File: config.mk
export PLATFORM = sky130hd
export DESIGN_NAME = acl_cmd_ctrl
export DESIGN_NICKNAME = d
export VERILOG_FILES = /design/src/rtl/acl_cmd_ctrl.sv
export SDC_FILE = /design/constraint.sdc
export NUM_CORES = 1
export LEC_CHECK = 0
export ABC_AREA = 1
export BUFFER_PORTS_ARGS = -buffer_cell sky130_fd_sc_hd__clkbuf_2
export CAP_MARGIN = 20
export CORE_ASPECT_RATIO = 0.9
export CORE_MARGIN = 2
export CORE_UTILIZATION = 54
export CTS_CLUSTER_SIZE = 10
export DETAILED_ROUTE_END_ITERATION = 8
export HOLD_SLACK_MARGIN = 0.12
export PLACE_DENSITY = 0.81
export SLEW_MARGIN = 20
export SYNTH_ARGS = -nofsm -noshare
export SYNTH_HDL_FRONTEND = slang
export SYNTH_SLANG_ARGS = --single-unit
File: constraint.sdc
create_clock -name clk -period 1.8 [get_ports clk]
set_input_delay 0.36 -clock clk [delete_from_list [all_inputs] [get_ports clk]]
set_output_delay 0.36 -clock clk [all_outputs]
set_load 0.02 [all_outputs]
File: src/rtl/acl_cmd_ctrl.sv
// acl_cmd_ctrl: turns eight ASCII hex characters from the UART into a 32-bit
// command, runs the 3-byte SPI transaction it describes and answers over the
// UART TX byte interface. Command word: [31:24] mode (00 write, 01 read),
// [23:16] SPI instruction, [15:8] register address, [7:0] write data.
//
// state   | meaning
// --------+------------------------------------------------------------------
// COLLECT | gather hex characters into the command word
// SEND0   | spi_start with the instruction byte
// WAIT0   | wait for spi_done of the instruction byte
// SEND1   | spi_start with the register address
// WAIT1   | wait for spi_done of the address byte
// SEND2   | spi_start with write data (or 0x00 for read), spi_last set
// WAIT2   | wait for spi_done, capture spi_rx
// REPLY0  | send ACK_CHAR (write) or high read nibble in ASCII
// REPLY1  | send low read nibble in ASCII
// ERR     | send ERR_CHAR for a rejected command
module acl_cmd_ctrl #(
    parameter int unsigned IDLE_TIMEOUT = 1000000,
    parameter logic [7:0]  ACK_CHAR     = 8'h4B,
    parameter logic [7:0]  ERR_CHAR     = 8'h3F
) (
    input  logic       clk,
    input  logic       rst,
    input  logic       rx_valid,
    input  logic [7:0] rx_data,
    output logic [7:0] tx_data,
    output logic       tx_valid,
    input  logic       tx_ready,
    output logic       spi_start,
    output logic [7:0] spi_tx,
    output logic       spi_last,
    input  logic       spi_done,
    input  logic [7:0] spi_rx,
    output logic       busy,
    output logic       cmd_err
);

    localparam int TW = (IDLE_TIMEOUT > 1) ? $clog2(IDLE_TIMEOUT + 1) : 1;
    localparam logic [TW-1:0] TMR_LAST = TW'(IDLE_TIMEOUT - 1);

    typedef enum logic [3:0] {
        COLLECT, SEND0, WAIT0, SEND1, WAIT1, SEND2, WAIT2, REPLY0, REPLY1, ERR
    } state_t;

    state_t          state_q, state_d;
    logic [2:0]      cnt_q, cnt_d;
    logic [31:0]     cmd_q, cmd_d;
    logic [TW-1:0]   tmr_q, tmr_d;
    logic [7:0]      rd_q, rd_d;
    logic [7:0]      tx_data_q, tx_data_d;
    logic            tx_valid_q, tx_valid_d;
    logic            spi_start_q, spi_start_d;
    logic [7:0]      spi_tx_q, spi_tx_d;
    logic            spi_last_q, spi_last_d;
    logic            busy_q, busy_d;
    logic            cmd_err_q, cmd_err_d;
    logic [4:0]      dec;

    // {valid, nibble}; 'A'-'F' and 'a'-'f' share the low bits 1..6
    function automatic logic [4:0] hex_decode(input logic [7:0] c);
        logic [4:0] r;
        r = 5'd0;
        if (c >= 8'h30 && c <= 8'h39)
            r = {1'b1, c[3:0]};
        else if ((c >= 8'h41 && c <= 8'h46) || (c >= 8'h61 && c <= 8'h66))
            r = {1'b1, c[3:0] + 4'd9};
        return r;
    endfunction

    function automatic logic [7:0] hex_encode(input logic [3:0] n);
        return (n < 4'd10) ? {4'h3, n} : {4'h4, n - 4'd9};
    endfunction

    // Next-state logic; outputs are derived from the next state so they
    // leave the flops already aligned with the state they belong to.
    always_comb begin
        state_d   = state_q;
        cnt_d     = cnt_q;
        cmd_d     = cmd_q;
        tmr_d     = tmr_q;
        rd_d      = rd_q;
        cmd_err_d = 1'b0;
        dec       = hex_decode(rx_data);

        case (state_q)
            COLLECT: begin
                if (rx_valid) begin
                    if (dec[4]) begin
                        cmd_d = {cmd_q[27:0], dec[3:0]};
                        tmr_d = '0;
                        if (cnt_q == 3'd7) begin
                            cnt_d = 3'd0;
                            if (cmd_d[31:25] == 7'd0) begin
                                state_d = SEND0;
                            end else begin
                                state_d   = ERR;
                                cmd_err_d = 1'b1;
                            end
                        end else begin
                            cnt_d = cnt_q + 3'd1;
                        end
                    end else if (!(cnt_q == 3'd0 && (rx_data == 8'h0D || rx_data == 8'h0A))) begin
                        cnt_d     = 3'd0;
                        cmd_d     = 32'd0;
                        tmr_d     = '0;
                        state_d   = ERR;
                        cmd_err_d = 1'b1;
                    end
                end else if (IDLE_TIMEOUT != 0 && cnt_q != 3'd0) begin
                    if (tmr_q == TMR_LAST) begin
                        cnt_d = 3'd0;
                        cmd_d = 32'd0;
                        tmr_d = '0;
                    end else begin
                        tmr_d = tmr_q + TW'(1);
                    end
                end
            end
            SEND0:   state_d = WAIT0;
            WAIT0:   if (spi_done) state_d = SEND1;
            SEND1:   state_d = WAIT1;
            WAIT1:   if (spi_done) state_d = SEND2;
            SEND2:   state_d = WAIT2;
            WAIT2: begin
                if (spi_done) begin
                    rd_d    = spi_rx;
                    state_d = REPLY0;
                end
            end
            REPLY0:  if (tx_ready) state_d = cmd_q[24] ? REPLY1 : COLLECT;
            REPLY1:  if (tx_ready) state_d = COLLECT;
            ERR:     if (tx_ready) state_d = COLLECT;
            default: state_d = COLLECT;
        endcase

        spi_start_d = (state_d == SEND0) || (state_d == SEND1) || (state_d == SEND2);
        spi_last_d  = (state_d == SEND2);
        case (state_d)
            SEND0:   spi_tx_d = cmd_d[23:16];
            SEND1:   spi_tx_d = cmd_d[15:8];
            SEND2:   spi_tx_d = cmd_d[24] ? 8'h00 : cmd_d[7:0];
            default: spi_tx_d = 8'h00;
        endcase

        tx_valid_d = (state_d == REPLY0) || (state_d == REPLY1) || (state_d == ERR);
        case (state_d)
            REPLY0:  tx_data_d = cmd_d[24] ? hex_encode(rd_d[7:4]) : ACK_CHAR;
            REPLY1:  tx_data_d = hex_encode(rd_d[3:0]);
            ERR:     tx_data_d = ERR_CHAR;
            default: tx_data_d = 8'h00;
        endcase

        busy_d = (state_d != COLLECT);
    end

    // State, datapath and registered outputs
    always_ff @(posedge clk or negedge rst) begin
        if (!rst) begin
            state_q     <= COLLECT;
            cnt_q       <= 3'd0;
            cmd_q       <= 32'd0;
            tmr_q       <= '0;
            rd_q        <= 8'h00;
            tx_data_q   <= 8'h00;
            tx_valid_q  <= 1'b0;
            spi_start_q <= 1'b0;
            spi_tx_q    <= 8'h00;
            spi_last_q  <= 1'b0;
            busy_q      <= 1'b0;
            cmd_err_q   <= 1'b0;
        end else begin
            state_q     <= state_d;
            cnt_q       <= cnt_d;
            cmd_q       <= cmd_d;
            tmr_q       <= tmr_d;
            rd_q        <= rd_d;
            tx_data_q   <= tx_data_d;
            tx_valid_q  <= tx_valid_d;
            spi_start_q <= spi_start_d;
            spi_tx_q    <= spi_tx_d;
            spi_last_q  <= spi_last_d;
            busy_q      <= busy_d;
            cmd_err_q   <= cmd_err_d;
        end
    end

    assign tx_data   = tx_data_q;
    assign tx_valid  = tx_valid_q;
    assign spi_start = spi_start_q;
    assign spi_tx    = spi_tx_q;
    assign spi_last  = spi_last_q;
    assign busy      = busy_q;
    assign cmd_err   = cmd_err_q;

endmodule

-- Word-level counts from Yosys, hierarchy flattened
Cells that the tools add are included.
- register bits after elaboration: 84
- input port bits: 21
- add/sub/neg operators: 5
- magnitude comparators: 8
- eq/ne operators: 20
- multiplexer cells: 45
- reduce and logical (&&, ||, !) cells: 20
- operators with widths (kind ; number):
    $mux W28 ; 5
    $mux W20 ; 5
    $mux W4 ; 11
    $pmux W4 S9 ; 1
    $mux W25 ; 1
    $eq A4 B3 Y1 const B ; 6
    $mux W8 ; 3
    $pmux W8 S3 ; 1
    $mux W7 ; 3
    $pmux W7 S3 ; 1
    $add A20 B1 Y20 const B ; 1
    $eq A20 B20 Y1 const B ; 1
    $mux W3 ; 6
    $eq A4 B4 Y1 const B ; 4
    $eq A8 B4 Y1 const B ; 2
    $ge A8 B7 Y1 const B ; 2
    $le A8 B7 Y1 const B ; 2
    $eq A4 B2 Y1 const B ; 3
    $mux W5 ; 2
    $eq A4 B1 Y1 const B ; 2
    $ge A8 B6 Y1 const B ; 1
    $le A8 B6 Y1 const B ; 1
    $lt A4 B4 Y1 const B ; 2
    $sub A4 B4 Y4 const B ; 2
    16 further kinds ; 30

-- Longest topological paths before layout
- word-level depth: 11
- gate-level depth with buffers: 16
- mapped depth without buffers: 16

-- Least setup slack after synthesis
OpenSTA, ideal clock, no wires.
- path type: register to register
- start point: register state_q[0]
- end point: register tx_data_q[1] (netlist: tx_data[1])
- library setup time: 69 ps
- data arrival time: 1697 ps
- slack: 35 ps
- cell stages (with the launch flop): 12
- path through: dfrtp_1 > inv_2 > nand3_2 > nor2_2 > buf_6 > or2_1 > o21ai_2 > ha_1 > nand3b_1 > nand2_1 > nand3_1 > nand3_1
- word-level cells in the longest chain between the ends: 6
- RTL lines (item ; RTL line ; text):
    start: declaration ; 46 ; state_t state_q, state_d;
    start signal: assignment ; 173 ; state_q <= state_d;
    $eq A4 B3 Y1, or another cell as far along ; 86 ; case (state_q)
    $mux W8 / $mux W4 (equally long branches) ; 86, 89 ;
    $sub A4 B4 Y4, or another cell as far along ; 72 ; return (n < 4'd10) ? {4'h3, n} : {4'h4, n - 4'd9};
    $mux W7 / $pmux W4 S9 (equally long branches) ; 72, 86 ;
    $mux W7, or another cell as far along ; 148 ; REPLY0: tx_data_d = cmd_d[24] ? hex_encode(rd_d[7:4]) : ACK_CHAR;
    $pmux W7 S3 (*) ; 147 ; case (state_d)
    named net tx_data_d[1] ; 51 ; logic [7:0] tx_data_q, tx_data_d;
    end signal: assignment ; 178 ; tx_data_q <= tx_data_d;
    end: declaration ; 51 ;
Mark *: on every way through the listed nets, which the timed path passes. The rest lies on a longest branch.
A chain may end at the register's enable or synchronous reset.

-- Final worst setup path
- start point: register state_q[0]
- end point: register tx_data_q[0] (netlist: tx_data[0])
Same word-level chain as after synthesis.

==> flow_summary_export.csv <==
group,metric,value,unit
run,maxCapViolations,0,
die,start_util,55.1,%
setup_path,r2r-start,"state_q[0]",
setup_path,cp.arrival,2.34,ns
synthesis,synthTopCellsByArea,"dfrtp_1 44%, nand2_1 17%, nand3_1 6.0%",
synthesis,async_flop_share,100,%
final_layout,antenna_cells,0,
clock_network,path_clk_slew,0.10,ns
sta,setup_viol,17,
clock_network,cts.path.max_buffers,2,
sta,rsz0062_at_grt,"yes",
drt,wirelength,14.5,mm
synthesis,avgSynthCellArea,7.54,um^2
grt,grt_max_degree,42,
final_layout,drive_gt1_share,34.5,%
die,die_w,102,um
clock_network,clock_latency,0.38,ns
grt,antenna_found_initial,0,
placement,hpwlAfterDp,8.54,mm
setup_path,startpoint,"state_q[0]",
sta,slew_viol_final,0,
synthesis,synth.most_common_cell,"nand2_1",
final_layout,multi_input_area,2580,um^2
setup_path,worstPathRequired,2.11,ns
final_layout,fill_cells,542,
power_and_ir_drop,power_density,1330,nW/um^2
setup_path,cp-start-kind,"flip-flop",
drt,vias,5023,
drt,vias_per_cell,5.73,
sta,fin_crit,2.03,ns
placement,gp_congestion,0.960,
clock_network,clock-root-buffer,"clkbuf_8",
clock_network,numCtsBuffers,9,
power_and_ir_drop,ir_drop,1090,uV
status,violations,"setup timing",
sta,max_freq,0.492,GHz
die,pin_count,42,
grt,grt_pass1_vias,4611,
setup_path,worstPathMaxFanout,6,
power_and_ir_drop,p_total,0.00840,W
grt,grtUsageTotal,27.2,%
status,status,"finished, violations left",
synthesis,yosys.area.top_type_share,43.9,%
die,die_h,92.3,um
final_layout,seqCellArea,2050,um^2
sta,fin_worst_skew,0.0185,ns
synthesis,synth_top_cell_by_area,"dfrtp_1",
synthesis,ys.warnings.count,0,
setup_path,criticalPathCategory,"reg2reg",
drt,antenna_left,0,
synthesis,synth-edff-count,0,
placement,placed_area,5480,um^2
synthesis,syn_nets,653,
placement,numPortBuffers,40,
synthesis,yosys-top-cells-count,"208 x nand2_1, 82 x dfrtp_1, 70 x inv_1",
placement,place_ws,-0.252,ns
grt,grt_pass1_wl,20.3,mm
power_and_ir_drop,leakage,3.29,nW
sta,tightest_slew,0.577,ns
final_layout,post-route-util,74.3,%
final_layout,fin_area,6310,um^2
clock_network,h-tree-depth,3,
clock_network,clock_sinks,82,
sta,fin_crit_sh,113,%
synthesis,yosys.cell_types.count,41,
sta,slew_headroom,61.5,%
drt,drc,0,
synthesis,netlist_area,4680,um^2
synthesis,netlist_instances,621,
drt,wl_per_cell,16.6,um
die,die-area,9430,um^2
worst_hold_path,hp-start,"spi_rx[1]",
drt,drt_iter0_drc,518,
synthesis,synthFlopType,"dfrtp_1",
final_layout,area_delta_synth_final,34.8,%
synthesis,ys_seq_area_share,43.9,%
worst_hold_path,min_path_type,"in2reg",
setup_path,worstSetupEndpointType,"flip-flop",
sta,finalHoldViolCount,0,
final_layout,fin_nets,784,
die,core,8490,um^2
grt,grt_overflow_total,0,
drt,dr.pass1.iters,8,
sta,final.setup.worst_slack,-0.231,ns
clock_network,cts_tree,"done",
synthesis,synth-seq-cells,82,
die,rows,32,
==> where the power goes <==
group / internal, W / leakage [nW] / switching [W]
clock: 0.000682 / 0.107 / 0.000820
sequential: 0.00216 / 1.11 / 0.000232
combinational: 0.00185 / 2.08 / 0.00267
total: 0.00469 / 3.29 / 0.00372
==> final timing paths <==
| path | slack, ns | end | cells after the start |
|---|---|---|---|
| max in group asynchronous | 0.74 | state_q[1] | 3 |
| setup reg to reg | -0.23 | tx_data[0] | 13 |
| min in group asynchronous | 0.53 | cmd_q[25] | 2 |
| hold reg to reg | 0.53 | cmd_q[9] | 2 |
| hold / removal | 0.27 | rd_q[1] | 3 |
| setup / recovery | -0.23 | tx_data[0] | 13 |
==> sequential cells by signal, summed over array words and instances, names as in the netlist, 3 cells and up <==
signal / cells
cmd_q: 28
cnt_q: 3
rd_q: 8
spi_tx: 8
state_q: 4
tmr_q: 20
tx_data: 6
==> layout by cell type (no fill, tap or decap), types with 2 or more instances in the layout <==
cell | synthesis | layout
a21oi_1 | 8 | 7
a21oi_4 | 1 | 2
and3_1 | 2 | 2
buf_12 | 0 | 5
buf_4 | 3 | 74
buf_6 | 4 | 11
clkbuf_2 | 0 | 39
clkbuf_8 | 0 | 9
dfrtp_1 | 82 | 80
dfrtp_2 | 0 | 2
ha_1 | 11 | 7
ha_2 | 0 | 3
inv_1 | 70 | 62
inv_2 | 4 | 12
inv_6 | 0 | 3
inv_8 | 0 | 2
nand2_1 | 208 | 193
nand2_2 | 12 | 22
nand2_4 | 6 | 10
nand3_1 | 56 | 39
nand3_2 | 4 | 17
nand3_4 | 0 | 4
nand3b_1 | 2 | 2
nand4_1 | 17 | 17
nor2_1 | 51 | 39
nor2_2 | 6 | 10
nor2_4 | 6 | 14
nor3_1 | 12 | 10
nor3_4 | 1 | 3
o21ai_0 | 25 | 22
o21ai_1 | 4 | 4
o21ai_2 | 3 | 6
or2_1 | 2 | 2
xor2_1 | 3 | 3
==> cells by family after synthesis <==
kind of cell             Yosys count  share of synthesized area [%]
buffers and inverters             87                           8.05
AND/OR/NAND/NOR                  390                           38.6
AO/OA/AOI/OAI                     47                           5.94
flip-flops                        82                           43.9
XOR/XNOR                           3                          0.562
other                              1                         0.0801
adder cells (fa/ha/maj)           11                           2.94
==> cell type report <==
class	instances	area share, %
clock inverter	7	1.49
clock buffer	9	1.96
tap	119	2.36
sequential	82	32.6
inverter	76	4.64
timing repair buffer	131	16.0
multi-input combinational	452	41.0
==> metrics by stage <==
step                hold WS [ns]  instances  setup TNS (ns)
global placement           0.391        833           -1.95
detailed placement         0.394        833           -5.40
global route               0.286        876           -3.21
floorplan                 0.0644        621               0
finish                     0.272        876           -2.02
CTS                        0.254        858         -0.0937
==> critical path: stages, from the launching register on <==
cell and delay, ns:
dfrtp_1 0.44, inv_2 0.11, nand3_4 0.10, nor2_4 0.14
buf_4 0.16, buf_4 0.15, nand2_1 0.10, o21ai_2 0.13
nand2_2 0.15, nand2_2 0.13, nand2_1 0.08, nand2_1 0.07
nand3_1 0.09, nand3_1 0.11
==> repair_timing <==
action                                  in CTS  in global routing
resized for setup                           20                 84
hold endpoints to repair                    39                  0
setup buffers                                8                 17
cloned                                       0                  3
endpoints found under the setup margin      28                 47
hold buffers                                 1                  0
pin swaps                                    9                 26
==> layer usage <==
layer  vias up  global-route usage [%]  share of wire [%]
li1       2243                       -                  -
met1      2382                    34.6                 38
met2       324                    45.4                 49
met3        74                    5.43                8.4
met4         0                    11.0                4.5
met5         -                       0                  0
Power figures use the tool's default switching activity.
